`config.mk`:
```
export PLATFORM = sky130hd
export DESIGN_NAME = sliding_window_gen_flat
export DESIGN_NICKNAME = d
export VERILOG_FILES = /design/src/rtl/sliding_window_gen_pkg.sv /design/src/rtl/sliding_window_gen_if.sv /design/src/rtl/sliding_window_gen_line_buffer.sv /design/src/rtl/sliding_window_gen.sv /design/src/flat_wrapper.sv
export SDC_FILE = /design/constraint.sdc
export NUM_CORES = 1
export LEC_CHECK = 0
export BUFFER_PORTS_ARGS = -buffer_cell sky130_fd_sc_hd__buf_2
export CORE_MARGIN = 2
export CORE_UTILIZATION = 55
export CTS_CLUSTER_SIZE = 12
export DETAILED_ROUTE_END_ITERATION = 10
export HOLD_SLACK_MARGIN = 0.03
export PLACE_DENSITY = 0.71
export SETUP_SLACK_MARGIN = 0.2
export SLEW_MARGIN = 25
export SYNTH_ARGS = -nofsm -noshare
export SYNTH_HDL_FRONTEND = slang
export SYNTH_HIERARCHICAL = 1
export SYNTH_SLANG_ARGS = --single-unit
export TNS_END_PERCENT = 20
```
`constraint.sdc`:
```
create_clock -name clk -period 7.9 [get_ports clk]
set_input_delay 2.37 -clock clk [delete_from_list [all_inputs] [get_ports clk]]
set_output_delay 2.37 -clock clk [all_outputs]
set_load 0.005 [all_outputs]
```
`src/rtl/sliding_window_gen_pkg.sv`:
```
// Shared constants and types for the 3x3 sliding window generator.
package sliding_window_gen_pkg;

  // Default pixel width used by the window generator and its interface.
  localparam int DEF_DW = 8;

  // Window positions, row-major. These map onto the filter's
  // sw_pixels1..sw_pixels9 inputs one-for-one.
  localparam int WIN_TL = 1;  // top-left, oldest row, oldest column
  localparam int WIN_TC = 2;
  localparam int WIN_TR = 3;
  localparam int WIN_ML = 4;
  localparam int WIN_C  = 5;  // centre pixel
  localparam int WIN_MR = 6;
  localparam int WIN_BL = 7;
  localparam int WIN_BC = 8;
  localparam int WIN_BR = 9;  // bottom-right, the pixel just accepted

  // One pixel at the default width.
  typedef logic [DEF_DW-1:0] pixel_t;

endpackage

```
`src/rtl/sliding_window_gen_if.sv`:
```
// Pixel-in / window-out bundle between the pixel source, the window
// generator and the downstream 3x3 filter.
//
// Handshake: a pixel transfers on every rising clk edge where pix_valid=1
// and clear=0. There is no ready; the generator accepts every such pixel.
// On the output side win_valid=1 marks a cycle in which win1..win9 hold a
// complete 3x3 window, and the consumer must take it in that same cycle.
interface sliding_window_gen_if #(
  parameter int DW = sliding_window_gen_pkg::DEF_DW
);
  import sliding_window_gen_pkg::*;

  logic          clear;
  logic [DW-1:0] pix_in;
  logic          pix_valid;

  logic [DW-1:0] win1;
  logic [DW-1:0] win2;
  logic [DW-1:0] win3;
  logic [DW-1:0] win4;
  logic [DW-1:0] win5;
  logic [DW-1:0] win6;
  logic [DW-1:0] win7;
  logic [DW-1:0] win8;
  logic [DW-1:0] win9;
  logic          win_valid;
  logic          frame_done;

  // Pixel source / test side.
  modport master (
    output clear, pix_in, pix_valid,
    input  win1, win2, win3, win4, win5, win6, win7, win8, win9,
    input  win_valid, frame_done
  );

  // Window generator side.
  modport slave (
    input  clear, pix_in, pix_valid,
    output win1, win2, win3, win4, win5, win6, win7, win8, win9,
    output win_valid, frame_done
  );

endinterface

```
`src/rtl/sliding_window_gen_line_buffer.sv`:
```
// Single-row pixel store: combinational read at addr, synchronous write
// at the same addr. A read in the cycle of a write returns the old value,
// which is what lets one address both feed the window and shift rows.
module sw_line_buffer #(
  parameter int DW    = 8,
  parameter int DEPTH = 64,
  parameter int AW    = $clog2(DEPTH)
) (
  input  logic          clk,
  input  logic          wr_en,
  input  logic [AW-1:0] addr,
  input  logic [DW-1:0] wr_data,
  output logic [DW-1:0] rd_data
);

  logic [DW-1:0] mem [DEPTH];

  // Row storage; contents are never reset, stale data is masked upstream.
  always_ff @(posedge clk) begin
    if (wr_en) begin
      mem[addr] <= wr_data;
    end
  end

  assign rd_data = mem[addr];

endmodule

```
`src/rtl/sliding_window_gen.sv`:
```
// 3x3 sliding window generator. Takes a raster-order pixel stream and
// emits a registered 3x3 window for every interior position, plus a
// one-cycle frame_done after the last pixel of each frame.
module sliding_window_gen
  import sliding_window_gen_pkg::*;
#(
  parameter int DW    = DEF_DW,
  parameter int IMG_W = 64,
  parameter int IMG_H = 64,
  parameter int CW    = $clog2(IMG_W),
  parameter int RW    = $clog2(IMG_H)
) (
  input  logic                clk,
  input  logic                rst_n,
  sliding_window_gen_if.slave bus
);

  logic [CW-1:0] col;
  logic [RW-1:0] row;

  logic [DW-1:0] win_q [WIN_TL:WIN_BR];
  logic          win_valid_q;
  logic          frame_done_q;

  logic          accept;
  logic          last_col;
  logic          last_row;
  logic          interior;
  logic [DW-1:0] lb0_rd;  // pixel one row above the current position
  logic [DW-1:0] lb1_rd;  // pixel two rows above the current position

  // A pixel is taken only when no restart is requested in the same cycle.
  assign accept   = bus.pix_valid && !bus.clear;
  assign last_col = (col == CW'(IMG_W - 1));
  assign last_row = (row == RW'(IMG_H - 1));
  // Columns 0/1 and rows 0/1 still carry stale data in part of the window.
  assign interior = (row >= RW'(2)) && (col >= CW'(2));

  // lb0 holds the previous row; its old entry moves down into lb1.
  sw_line_buffer #(
    .DW    (DW),
    .DEPTH (IMG_W),
    .AW    (CW)
  ) u_lb0 (
    .clk     (clk),
    .wr_en   (accept),
    .addr    (col),
    .wr_data (bus.pix_in),
    .rd_data (lb0_rd)
  );

  sw_line_buffer #(
    .DW    (DW),
    .DEPTH (IMG_W),
    .AW    (CW)
  ) u_lb1 (
    .clk     (clk),
    .wr_en   (accept),
    .addr    (col),
    .wr_data (lb0_rd),
    .rd_data (lb1_rd)
  );

  // Raster position: col wraps into row, row wraps at end of frame.
  always_ff @(posedge clk or negedge rst_n) begin
    if (!rst_n) begin
      col <= '0;
      row <= '0;
    end else if (bus.clear) begin
      col <= '0;
      row <= '0;
    end else if (accept) begin
      if (last_col) begin
        col <= '0;
        row <= last_row ? '0 : row + RW'(1);
      end else begin
        col <= col + CW'(1);
      end
    end
  end

  // Window shift: each row moves one column left, new column enters right.
  always_ff @(posedge clk or negedge rst_n) begin
    if (!rst_n) begin
      for (int i = WIN_TL; i <= WIN_BR; i++) begin
        win_q[i] <= '0;
      end
    end else if (accept) begin
      win_q[WIN_TL] <= win_q[WIN_TC];
      win_q[WIN_TC] <= win_q[WIN_TR];
      win_q[WIN_TR] <= lb1_rd;
      win_q[WIN_ML] <= win_q[WIN_C];
      win_q[WIN_C]  <= win_q[WIN_MR];
      win_q[WIN_MR] <= lb0_rd;
      win_q[WIN_BL] <= win_q[WIN_BC];
      win_q[WIN_BC] <= win_q[WIN_BR];
      win_q[WIN_BR] <= bus.pix_in;
    end
  end

  // Strobes follow the accepted pixel by one cycle; clear and idle drop them.
  always_ff @(posedge clk or negedge rst_n) begin
    if (!rst_n) begin
      win_valid_q  <= 1'b0;
      frame_done_q <= 1'b0;
    end else begin
      win_valid_q  <= accept && interior;
      frame_done_q <= accept && last_col && last_row;
    end
  end

  assign bus.win1       = win_q[WIN_TL];
  assign bus.win2       = win_q[WIN_TC];
  assign bus.win3       = win_q[WIN_TR];
  assign bus.win4       = win_q[WIN_ML];
  assign bus.win5       = win_q[WIN_C];
  assign bus.win6       = win_q[WIN_MR];
  assign bus.win7       = win_q[WIN_BL];
  assign bus.win8       = win_q[WIN_BC];
  assign bus.win9       = win_q[WIN_BR];
  assign bus.win_valid  = win_valid_q;
  assign bus.frame_done = frame_done_q;

endmodule

```
`src/flat_wrapper.sv`:
```
// flat-port wrapper written by rule: the top's interface ports become plain ports
module sliding_window_gen_flat import sliding_window_gen_pkg::*;
#(
  parameter int DW    = DEF_DW,
  parameter int IMG_W = 64,
  parameter int IMG_H = 64,
  parameter int CW    = $clog2(IMG_W),
  parameter int RW    = $clog2(IMG_H)
)
  (clk, rst_n, bus_clear, bus_pix_in, bus_pix_valid, bus_win1, bus_win2, bus_win3, bus_win4, bus_win5, bus_win6, bus_win7, bus_win8, bus_win9, bus_win_valid, bus_frame_done);
  sliding_window_gen_if #(.DW(DW)) bus_i ();
  input  logic clk;
  input  logic rst_n;
  input wire logic [$bits(bus_i.clear)-1:0] bus_clear;
  input wire logic [$bits(bus_i.pix_in)-1:0] bus_pix_in;
  input wire logic [$bits(bus_i.pix_valid)-1:0] bus_pix_valid;
  output wire logic [$bits(bus_i.win1)-1:0] bus_win1;
  output wire logic [$bits(bus_i.win2)-1:0] bus_win2;
  output wire logic [$bits(bus_i.win3)-1:0] bus_win3;
  output wire logic [$bits(bus_i.win4)-1:0] bus_win4;
  output wire logic [$bits(bus_i.win5)-1:0] bus_win5;
  output wire logic [$bits(bus_i.win6)-1:0] bus_win6;
  output wire logic [$bits(bus_i.win7)-1:0] bus_win7;
  output wire logic [$bits(bus_i.win8)-1:0] bus_win8;
  output wire logic [$bits(bus_i.win9)-1:0] bus_win9;
  output wire logic [$bits(bus_i.win_valid)-1:0] bus_win_valid;
  output wire logic [$bits(bus_i.frame_done)-1:0] bus_frame_done;
  assign bus_i.clear = bus_clear;
  assign bus_i.pix_in = bus_pix_in;
  assign bus_i.pix_valid = bus_pix_valid;
  assign bus_win1 = bus_i.win1;
  assign bus_win2 = bus_i.win2;
  assign bus_win3 = bus_i.win3;
  assign bus_win4 = bus_i.win4;
  assign bus_win5 = bus_i.win5;
  assign bus_win6 = bus_i.win6;
  assign bus_win7 = bus_i.win7;
  assign bus_win8 = bus_i.win8;
  assign bus_win9 = bus_i.win9;
  assign bus_win_valid = bus_i.win_valid;
  assign bus_frame_done = bus_i.frame_done;
  sliding_window_gen #(.DW(DW), .IMG_W(IMG_W), .IMG_H(IMG_H), .CW(CW), .RW(RW)) u_core (.clk(clk), .rst_n(rst_n), .bus(bus_i));
endmodule
```
=== Yosys cells after proc, flatten, opt, wreduce, memory -nomap -nowiden ===
Memory sizes are Yosys's and may differ from the RTL's. A register that Yosys moved wholly into a read port is not among the register bits.
Index checks and enable logic that the tools add are counted.

* Bits in registers: 78
* Memory bits (writable): 1024
* Logic and storage cells: 39
* Memories: 2

{| class="wikitable"
|+ Memory list
! name !! words !! bits a word !! read ports !! clocked after Yosys merged registers in !! wr ports !! RTL line !! source
|-
| u_core.u_lb0.mem || 64 || 8 || 1 || 0 || 1 || sliding_window_gen_line_buffer.sv:16 || <nowiki>logic [DW-1:0] mem [DEPTH];</nowiki>
|-
| u_core.u_lb1.mem || 64 || 8 || 1 || 1 || 1 || sliding_window_gen_line_buffer.sv:16 ||
|}

* Add/subtract/negate cells: 2
* Magnitude comparators: 2
* Equal/unequal tests: 2
* Mux-type cells: 9
* Reductions and logical operators: 10

{| class="wikitable"
|+ Operator list
! operator !! number
|-
| 6-bit two-way mux || 7
|-
| 6-bit by 1-bit adder with 6-bit output (second input constant) || 2
|-
| 6-bit == test (second input constant) || 2
|-
| 6-bit by 2-bit >= comparator with 1-bit output (second input constant) || 2
|-
| 1-bit logical AND || 5
|-
| 2-bit nonzero test || 2
|-
| 1-bit logical NOT || 2
|-
| 1-bit two-way mux || 2
|-
| 2-bit AND reduction || 1
|}

=== Longest topological paths before layout ===
Gate-level depths: netlist of the first run.

* Depth in word-level cells: 5
* Gate-level depth with buffers: 11

=== Cells and area by module ===
The synthesis of the first run kept the hierarchy.

{| class="wikitable"
|+ By module, submodules not included
! module !! instances !! cells each !! area each (µm²) !! seq. area each (µm²)
|-
| sw_line_buffer || 2 || 1163 || 20289.5 || 15374.7
|-
| sliding_window_gen || 1 || 232 || 3474.6 || 2152.1
|}

=== Least setup slack after synthesis of the first run ===
Ideal clock, no wire load.

* Path type: input to register
* Start: input port bus_pix_valid
* End: memory u_core.u_lb0.mem[11][0] (enable)
* Arrival time: 3.811 ns
* Required time: 7.530 ns
* Slack: 3.719 ns
* Cell stages on the path: 6
* Cell sequence: buf_2 nor2b_1 buf_2 nor2b_1 nand2_1 nor2_1

* Longest elaborated chain between the ends: 3

{| class="wikitable"
|+ Ends and longest elaborated chain
! item !! RTL line !! source
|-
| start, declared || flat_wrapper.sv:16 || <nowiki>input wire logic [$bits(bus_i.pix_valid)-1:0] bus_pix_valid;</nowiki>
|-
| 1-bit logical AND || sliding_window_gen.sv:33 || <nowiki>assign accept = bus.pix_valid && !bus.clear;</nowiki>
|-
| via u_core.accept || sliding_window_gen.sv:25 || <nowiki>logic accept;</nowiki>
|-
| 1-bit two-way mux || sliding_window_gen_line_buffer.sv:20 || <nowiki>if (wr_en) begin</nowiki>
|-
| 1-bit two-way mux (not written as such) || sliding_window_gen_line_buffer.sv:21 || <nowiki>mem[addr] <= wr_data;</nowiki>
|-
| end, declared || sliding_window_gen_line_buffer.sv:16 ||
|}

The timed path passes the listed nets, and every way through them passes these cells.

=== Final worst setup path of the first run ===
* Start: input port bus_pix_valid
* End: memory u_core.u_lb1.mem[61][1] (enable)

* Longest elaborated chain between the ends: 3

{| class="wikitable"
|+ Ends and longest elaborated chain
! item !! RTL line
|-
| 1-bit logical AND || sliding_window_gen.sv:33
|-
| 1-bit two-way mux || sliding_window_gen_line_buffer.sv:20
|-
| 1-bit two-way mux (not written as such) || sliding_window_gen_line_buffer.sv:21
|-
| end, declared || sliding_window_gen_line_buffer.sv:16
|}

Every way passes these cells.

==> results of run 1 <==
-- stage by stage --
stage / setup WS (ps) / instance area (um^2) / instances
final: 2860 / 48600 / 3745
after global routing: 2850 / 48600 / 3744
after CTS: 2920 / 48600 / 3744
after detailed placement: 2240 / 45300 / 3561
after global placement: 2410 / 45300 / 3561
after floorplan: 3720 / 44100 / 2558
-- logic make-up (layout without fill, tap and decap cells) --
family / count (synthesis) / count (layout) / share of synthesized area [%]
other: 0 / 1 / 0
AO/OA/AOI/OAI: 469 / 469 / 7.87
XOR/XNOR: 3 / 3 / 0.0597
flip-flops: 1110 / 1110 / 74.7
buffers and inverters: 182 / 318 / 2.03
adder cells (fa/ha/maj): 4 / 4 / 0.114
AND/OR/NAND/NOR: 486 / 486 / 5.74
multiplexers: 304 / 304 / 9.51
-- power breakdown --
part	total [mW]	leakage [nW]	switching, mW	internal, mW
sequential	6.71	10.3	0.0951	6.61
combinational	0.938	3.59	0.603	0.335
clock	4.70	1.55	2.08	2.62
total	12.3	15.4	2.77	9.57
-- final timing paths --
| path | endpoint | cells past startpoint | start |
|---|---|---|---|
| worst max-delay path | u_core/u_lb1/mem[61][1] | 5 | bus_pix_valid |
| worst max register to register | u_core/u_lb1/mem[54][3] | 7 | u_core/col[1] |
| worst min register to register | u_core/bus.win7[1] | 1 | u_core/bus.win7[1] |
| worst min-delay path | u_core/bus.win7[1] | 1 | u_core/bus.win7[1] |
| max in group asynchronous | u_core/col[1] | 2 | rst_n |
| min in group asynchronous | u_core/bus.win7[5] | 1 | rst_n |
-- sequential cells by signal, summed over array words and instances, names as in the netlist --
name                   flops
u_core/bus.win8            8
u_core/bus.win2            8
u_core/row                 6
u_core/bus.win_valid       1
u_core/bus.win7            8
u_core/u_lb0/mem         512
u_core/bus.win6            8
u_core/bus.win1            8
u_core/bus.win3            8
u_core/bus.win4            8
u_core/bus.win5            8
u_core/bus.frame_done      1
u_core/col                 6
u_core/bus.win9            8
u_core/u_lb1/mem         512
-- cell usage in the layout (no fill, tap or decap), drive strengths merged, types with 13 or more instances in the layout --
cell / Yosys / final
a22oi: 80 / 80
mux2i: 126 / 126
edfxtp: 1024 / 1024
clkbuf: 74 / 158
a221o: 22 / 22
o22ai: 44 / 44
o2bb2ai: 14 / 14
nand2: 94 / 94
nor2b: 17 / 17
dfrtp: 86 / 86
nand3: 20 / 20
a32oi: 14 / 14
nand2b: 48 / 48
and3: 18 / 18
a221oi: 42 / 42
nand3b: 25 / 25
mux4: 82 / 82
a31oi: 31 / 31
clkinv: 0 / 24
a22o: 20 / 20
o21ai: 26 / 26
o221ai: 18 / 18
a211oi: 15 / 15
a21oi: 64 / 64
buf: 99 / 126
mux2: 96 / 96
nor2: 169 / 169
and2: 21 / 21
and4: 13 / 13
o22a: 22 / 22
-- worst max-delay path, stage by stage --
cell and delay [ps]:
buf_2 190, nor2b_4 410, buf_4 510, nand3_1 890, nor2_1 900
-- per-layer routing --
layer / up-vias / global-route usage, %
li1: 10400 / -
met1: 12900 / 39.4
met2: 1811 / 43.6
met3: 301 / 6.09
met4: 0 / 10.4
met5: - / 0
-- area by class of cell --
type / count / area (um^2) / area share [%]
flip-flops and latches: 1110 / 32900 / 67.8
multi-input cells: 1266 / 10300 / 21.2
clock buffers: 158 / 3000 / 6.19
well taps: 1050 / 1310 / 2.71
repair buffers: 126 / 805 / 1.66
clock inverters: 25 / 206 / 0.425
inverters: 9 / 33.8 / 0.0696
diodes: 1 / 2.50 / 0.00515
==> summary.txt, run 1 <==
Pwr
  • Power per cell area: 254 nW/um^2
  • Worst vdd ir: 0.000228 V
  • Pwr Total: between 10 and 15 mW
  • P_leak: ~15 nW

Logic synthesis
  • Synth cell types: 67
  • YS warnings: 6
  • Most common cell in the synthesized netlist: edfxtp_1
  • Sequential fraction of the synthesis area: 74.7%
  • Seq cells post-synth: about 1,100
  • Most frequent cells after synthesis: edfxtp_1 (1,024), nor2_1 (169), mux2i_1 (126)
  • Asr flop ratio synth: ~7.7%
  • Area share of the largest cell type after synthesis: between 60% and 70%
  • Main synth FF type: edfxtp_1
  • Largest area contributor in the netlist: edfxtp_1
  • Synthesized area per cell: 17.2 um^2
  • Syn_nets: 2,574
  • Post-synth EDFFs: 1,024
  • Synth area leaders: edfxtp_1 (70%), dfrtp_1 (4.9%), mux4_2 (4.2%)
  • Post-synthesis cell count: 2,558
  • Mapped Area: 44,100 um^2

Clock tree
  • H-tree levels: 3
  • Clock sinks: 1,110
  • Clk pin slew, worst setup/hold paths: 60 ps
  • CTS Buffer Depth: 3
  • Postcts setup bufs: 0
  • Clk Latency, worst-skew pair: 680 ps
  • Root Driver: clkbuf_16
  • TritonCTS clock tree: built
  • # resized after CTS: 0
  • Cts hold-fix bufs: 0
  • CTS Buf Count: 110

Cells and area
  • Layout area overhead: 10.2%
  • Post-route core utilization: 61.4%
  • Fillers: 5,572
  • Nets@finish: 2,639
  • Layout cells sized above 1: between 15 and 20%

Global routing
  • Overall global routing resource usage: around 28%
  • First-pass GRT wire length: about 170,000 um
  • Largest net degree at the start of global routing: 157
  • GRT Residual Overflow: 0
  • Initial antenna violation count: 0
  • Vias in the first global route: approximately 25,000

STA
  • Tmin final: 5040 ps
  • Fin crit share: a little under two thirds
  • Relative slew slack: 21.8%
  • Worst-margin pin slew: 1170 ps
  • Hold Fails Final Rpt: 0
  • Maximum clock rate: 0.198 GHz
  • Pins over their slew limit: 0
  • Finish-stage setup viols: 0
  • Clock Skew: 38.9 ps
  • Setup TNS: 0 ps
  • RSZ-0062 raised after global routing: no
  • Hold slack: 506 ps

Place
  • GPL Wtd Cong: around 0.91
  • Post-DP HPWL: just under 70,000 um
  • I/O Buffers: 85

Routing
  • Final ANT Viol Nets: 0
  • Met2 wire length: 53,700 um
  • Metal3 WL: 13,600 um
  • First DRT Iteration DRCs: approximately 3,800
  • Max layer used: met4
  • Drt pass-1 iters: 6
  • Routed wire per std cell: 30.8 um
  • Wire length on met1: 43,300 um
  • DR vias: 25,500
  • Overall routed net length: roughly 120,000 um
  • Vias per std cell: 6.80
  • DRC: 0

Setup path
  • Critical path class: input port to flip-flop
  • Worst setup SP type: input port
  • CP arrival: 5330 ps
  • R2R setup slack: 3050 ps
  • Critical path required time: 8190 ps
  • Worst Setup End Kind: flip-flop
  • Max FO, Critical Path: between 40 and 50

Status
  • Status: finished, final reports clean

Die
  • Initial Util: roughly 56%
  • Die ar.: 82,400 um^2
  • Core Footprint: 79,100 um^2
  • Io pins: 86
  • Chip Width: 287 um
  • Row count: just over 100
  • Die H: 287 um

Job
  • Max Cap Violations: 0

Worst hold path
  • Worst hold path type: flip-flop to flip-flop
Note: power is estimated with default switching activity, not from simulation.
==> run 2: changes to the inputs <==
--- a/config.mk
+++ b/config.mk
@@ -5,6 +5,7 @@
 export SDC_FILE = /design/constraint.sdc
 export NUM_CORES = 1
 export LEC_CHECK = 0
+export ABC_AREA = 1
 export BUFFER_PORTS_ARGS = -buffer_cell sky130_fd_sc_hd__buf_2
 export CORE_MARGIN = 2
 export CORE_UTILIZATION = 55
==> constraint.sdc (replaced) <==
create_clock -name clk -period 4.9 [get_ports clk]
set_input_delay 1.47 -clock clk [delete_from_list [all_inputs] [get_ports clk]]
set_output_delay 1.47 -clock clk [all_outputs]
set_load 0.005 [all_outputs]
==> summary.txt, run 2 <==
Status
  • Status: finished, final reports clean (unchanged)

Clock tree
  • Clk Latency, worst-skew pair: 690 ps (was 680 ps)
  • Clk pin slew, worst setup/hold paths: 60 ps (about the same)
  • H-tree levels: 3 (unchanged)
  • Cts hold-fix bufs: 0 (unchanged)
  • CTS Buffer Depth: 3 (unchanged)
  • Clock sinks: 1,110 (unchanged)
  • CTS Buf Count: 112 (was 110)
  • Root Driver: clkbuf_16 (unchanged)
  • # resized after CTS: 0 (unchanged)
  • TritonCTS clock tree: built (unchanged)
  • Postcts setup bufs: 0 (unchanged)

Cells and area
  • Nets@finish: 4,829 (was 2,639)
  • Most frequent cells in the layout: nand2_1 (2,971), edfxtp_1 (1,024), nor2_1 (188), clkbuf_16 (114), buf_4 (103) (was edfxtp_1 (1,024), nor2_1 (166), mux2i_1 (126), clkbuf_16 (111), nand2_1 (94))
  • Fillers: 6,878 (was 5,572)
  • Post-route core utilization: 61.4% (about the same)
  • Multi-input gate area: 12,800 um^2 (was 10,300 um^2)
  • Storage element area: 32,900 um^2 (unchanged)
  • Layout cells sized above 1: 7.86% (was 16.9%)
  • Top flop regs: u_core/u_lb0/mem x512, u_core/u_lb1/mem x512 (unchanged)
  • Layout area overhead: 10.7% (was 10.2%)
  • Commonest non-fill, non-tap cell in the layout: nand2_1 (was edfxtp_1)
  • # diodes: 0 (was 1)

Logic synthesis
  • Seq cells post-synth: 1,110 (unchanged)
  • Main synth FF type: edfxtp_1 (unchanged)
  • YS warnings: 6 (unchanged)
  • Syn_nets: 4,732 (was 2,574)
  • Asr flop ratio synth: 7.75% (unchanged)
  • Post-synthesis cell count: 4,716 (was 2,558)
  • Synthesized area per cell: 10.0 um^2 (was 17.2 um^2)
  • Most frequent cells after synthesis: nand2_1 (2,979), edfxtp_1 (1,024), nor2_1 (188) (was edfxtp_1 (1,024), nor2_1 (169), mux2i_1 (126))
  • Area share of the largest cell type after synthesis: 65.1% (was 69.8%)
  • Mapped Area: 47,200 um^2 (was 44,100 um^2)
  • Sequential fraction of the synthesis area: 69.6% (was 74.7%)
  • Synth cell types: 30 (was 67)
  • Most common cell in the synthesized netlist: nand2_1 (was edfxtp_1)
  • Synth area leaders: edfxtp_1 (65%), nand2_1 (24%), dfrtp_1 (4.6%) (was edfxtp_1 (70%), dfrtp_1 (4.9%), mux4_2 (4.2%))
  • Largest area contributor in the netlist: edfxtp_1 (unchanged)
  • Post-synth EDFFs: 1,024 (unchanged)

Pwr
  • Power per cell area: 510 nW/um^2 (was 254 nW/um^2)
  • Clock power frac: 29.5% (was 38.1%)
  • P_sw: 9.07 mW (was 2.77 mW)
  • Internal: 17.6 mW (was 9.57 mW)
  • P_leak: 22.3 nW (was 15.4 nW)
  • Sequential share of power: 43.5% (was 54.3%)
  • Comb pwr share: 27.1% (was 7.6%)
  • Sw Share: 34.0% (was 22.5%)
  • Worst vdd ir: 0.000453 V (was 0.000228 V)

Global routing
  • Largest net degree at the start of global routing: 195 (was 157)
  • GRT Residual Overflow: 0 (unchanged)
  • Vias in the first global route: 30,900 (was 24,900)
  • First-pass GRT wire length: 180,000 um (was 169,000 um)
  • Overall global routing resource usage: 26.3% (was 28.0%)
  • Initial antenna violation count: 0 (unchanged)

Setup path
  • Worst-path cell with the longest stage delay: dfrtp_4 (was nor2_1)
  • Critical path class: flip-flop to flip-flop (was input port to flip-flop)
  • CP arrival: 3970 ps (was 5330 ps)
  • Worst setup SP type: flip-flop (was input port)
  • Max FO, Critical Path: 76 (was 41)
  • Cells along the critical path: inv_6, buf_12, nand2_1, nand2_1, nand2_1, nand2_1, nand2_1, nand2_1, nand2_1, nand2_1, nor2_1, nand2_2, buf_12 (was buf_2, nor2b_4, buf_4, nand3_1, nor2_1)
  • Worst Reg2Reg Path Length in Cells: 13 (was 7)
  • Most frequent CP cell: nand2_1
  • Worst Setup End Kind: flip-flop (unchanged)
  • Critical path required time: 5280 ps (was 8190 ps)
  • Crit path largest cell delay: 680 ps (was 900 ps)

Place
  • GPL Wtd Cong: 0.907 (was 0.909)
  • Post-DP HPWL: 69,900 um (was 68,000 um)
  • I/O Buffers: 85 (unchanged)

Die
  • Chip Width: 297 um (was 287 um)
  • Io pins: 86 (unchanged)
  • Die ar.: 88,300 um^2 (was 82,400 um^2)
  • Row count: 107 (was 103)
  • Core Footprint: 85,100 um^2 (was 79,100 um^2)
  • Die H: 297 um (was 287 um)
  • Initial Util: 55.5% (was 55.7%)

Routing
  • Routed wire per std cell: 19.3 um (was 30.8 um)
  • DR vias: 32,300 (was 25,500)
  • DRC: 0 (unchanged)
  • Final ANT Viol Nets: 0 (unchanged)
  • First DRT Iteration DRCs: 3,754 (was 3,819)
  • Drt pass-1 iters: 6 (unchanged)
  • Vias per std cell: 5.35 (was 6.80)
  • Overall routed net length: 117,000 um (was 115,000 um)

STA
  • Tmin final: 3590 ps
  • Fin crit share: 73.2%
  • Clock Skew: 50.7 ps (was 38.9 ps)
  • RSZ-0062 raised after global routing: no (unchanged)
  • Finish-stage setup viols: 0 (unchanged)
  • Relative slew slack: 34.1% (was 21.8%)
  • Worst-margin pin slew: 985 ps (was 1170 ps)
  • Pins over their slew limit: 0 (unchanged)
  • Maximum clock rate: 0.279 GHz
  • Hold Fails Final Rpt: 0 (unchanged)
  • Setup TNS: 0 ps (unchanged)

Job
  • Max Cap Violations: 0 (unchanged)

Worst hold path
  • Worst hold path type: flip-flop to flip-flop (unchanged)
  • Hold Path Depth: 2 (was 1)
[run 2: cell types whose count changed after synthesis, moves of 48 or more]
cell	previous run	this run
nand2_1	94	2979
mux2i_1	126	0
mux2_2	82	0
mux4_2	82	0
a22oi_1	80	0
a21oi_1	64	3
inv_1	9	70
buf_2	62	110
nand2b_1	48	0
[run 2: area by class of cell]
| cell class | count | share of cell area (%) |
|---|---|---|
| flip-flops and latches | 1110 | 62.9 |
| multi-input cells | 3306 | 24.5 |
| clock buffers | 160 | 5.86 |
| repair buffers | 201 | 2.86 |
| well taps | 1144 | 2.74 |
| inverters | 82 | 0.615 |
| clock inverters | 38 | 0.550 |
[run 2: path summary, 6_finish.rpt]
path / end / slack, ps / from
min: u_core/bus.win1[1] / 460 / u_core/bus.win1[1]
max in group asynchronous: u_core/col[1] / 3470 / rst_n
min reg2reg: u_core/bus.win1[1] / 460 / u_core/bus.win1[1]
max reg2reg: u_core/u_lb1/mem[24][6] / 1310 / u_core/col[0]
min in group asynchronous: u_core/bus.win1[1] / 830 / rst_n
max: u_core/u_lb1/mem[24][6] / 1310 / u_core/col[0]
[run 2: critical path: cells and delay by family (launching register included)]
family                 cells  cell delay [ps]
and+or+nand+nor           10             1460
DFF                        1              680
buffers and inverters      3             1010
[run 2: per-stage QoR]
step                      setup WS (ps)  power [mW]  area [um^2]  cells  hold WS (ps)
final                              1310        26.7        52300   6041           462
after floorplan                    1440        16.5        47200   4716           465
after CTS                          1290        26.8        52300   6041           469
after global routing               1060        28.0        52300   6041           496
after global placement              971        18.9        49000   5843           449
after detailed placement            897        18.9        49000   5843           453
[run 2: metal layers]
layer	global-route usage [%]	vias to the layer above	share of wire (%)
li1	-	15400	-
met1	36.3	15200	41
met2	42.9	1443	48
met3	3.81	242	8.2
met4	9.32	0	3.3
met5	0	-	0
[run 2: power groups by stage]
stage / Clock [mW] / Combinational [mW] / Sequential, mW
after global placement: 0 / 7.08 / 11.8
after floorplan: 0 / 4.75 / 11.8
after detailed placement: 0 / 7.16 / 11.8
after CTS: 7.96 / 7.20 / 11.6
after global routing: 8.34 / 8.03 / 11.6
final: 7.86 / 7.22 / 11.6
[run 2: cells by family (layout without fill, tap and decap cells)]
kind of cell               after synthesis  count (layout)  share of synthesized area (%)
xor gates and xnor gates                 3               3                         0.0556
buffers and inverters                  300             481                           3.30
AOI/OAI and AO/OA                       47              47                          0.567
and+or+nand+nor                       3252            3252                           26.3
adders and majority gates                4               4                          0.106
DFF                                   1110            1110                           69.6
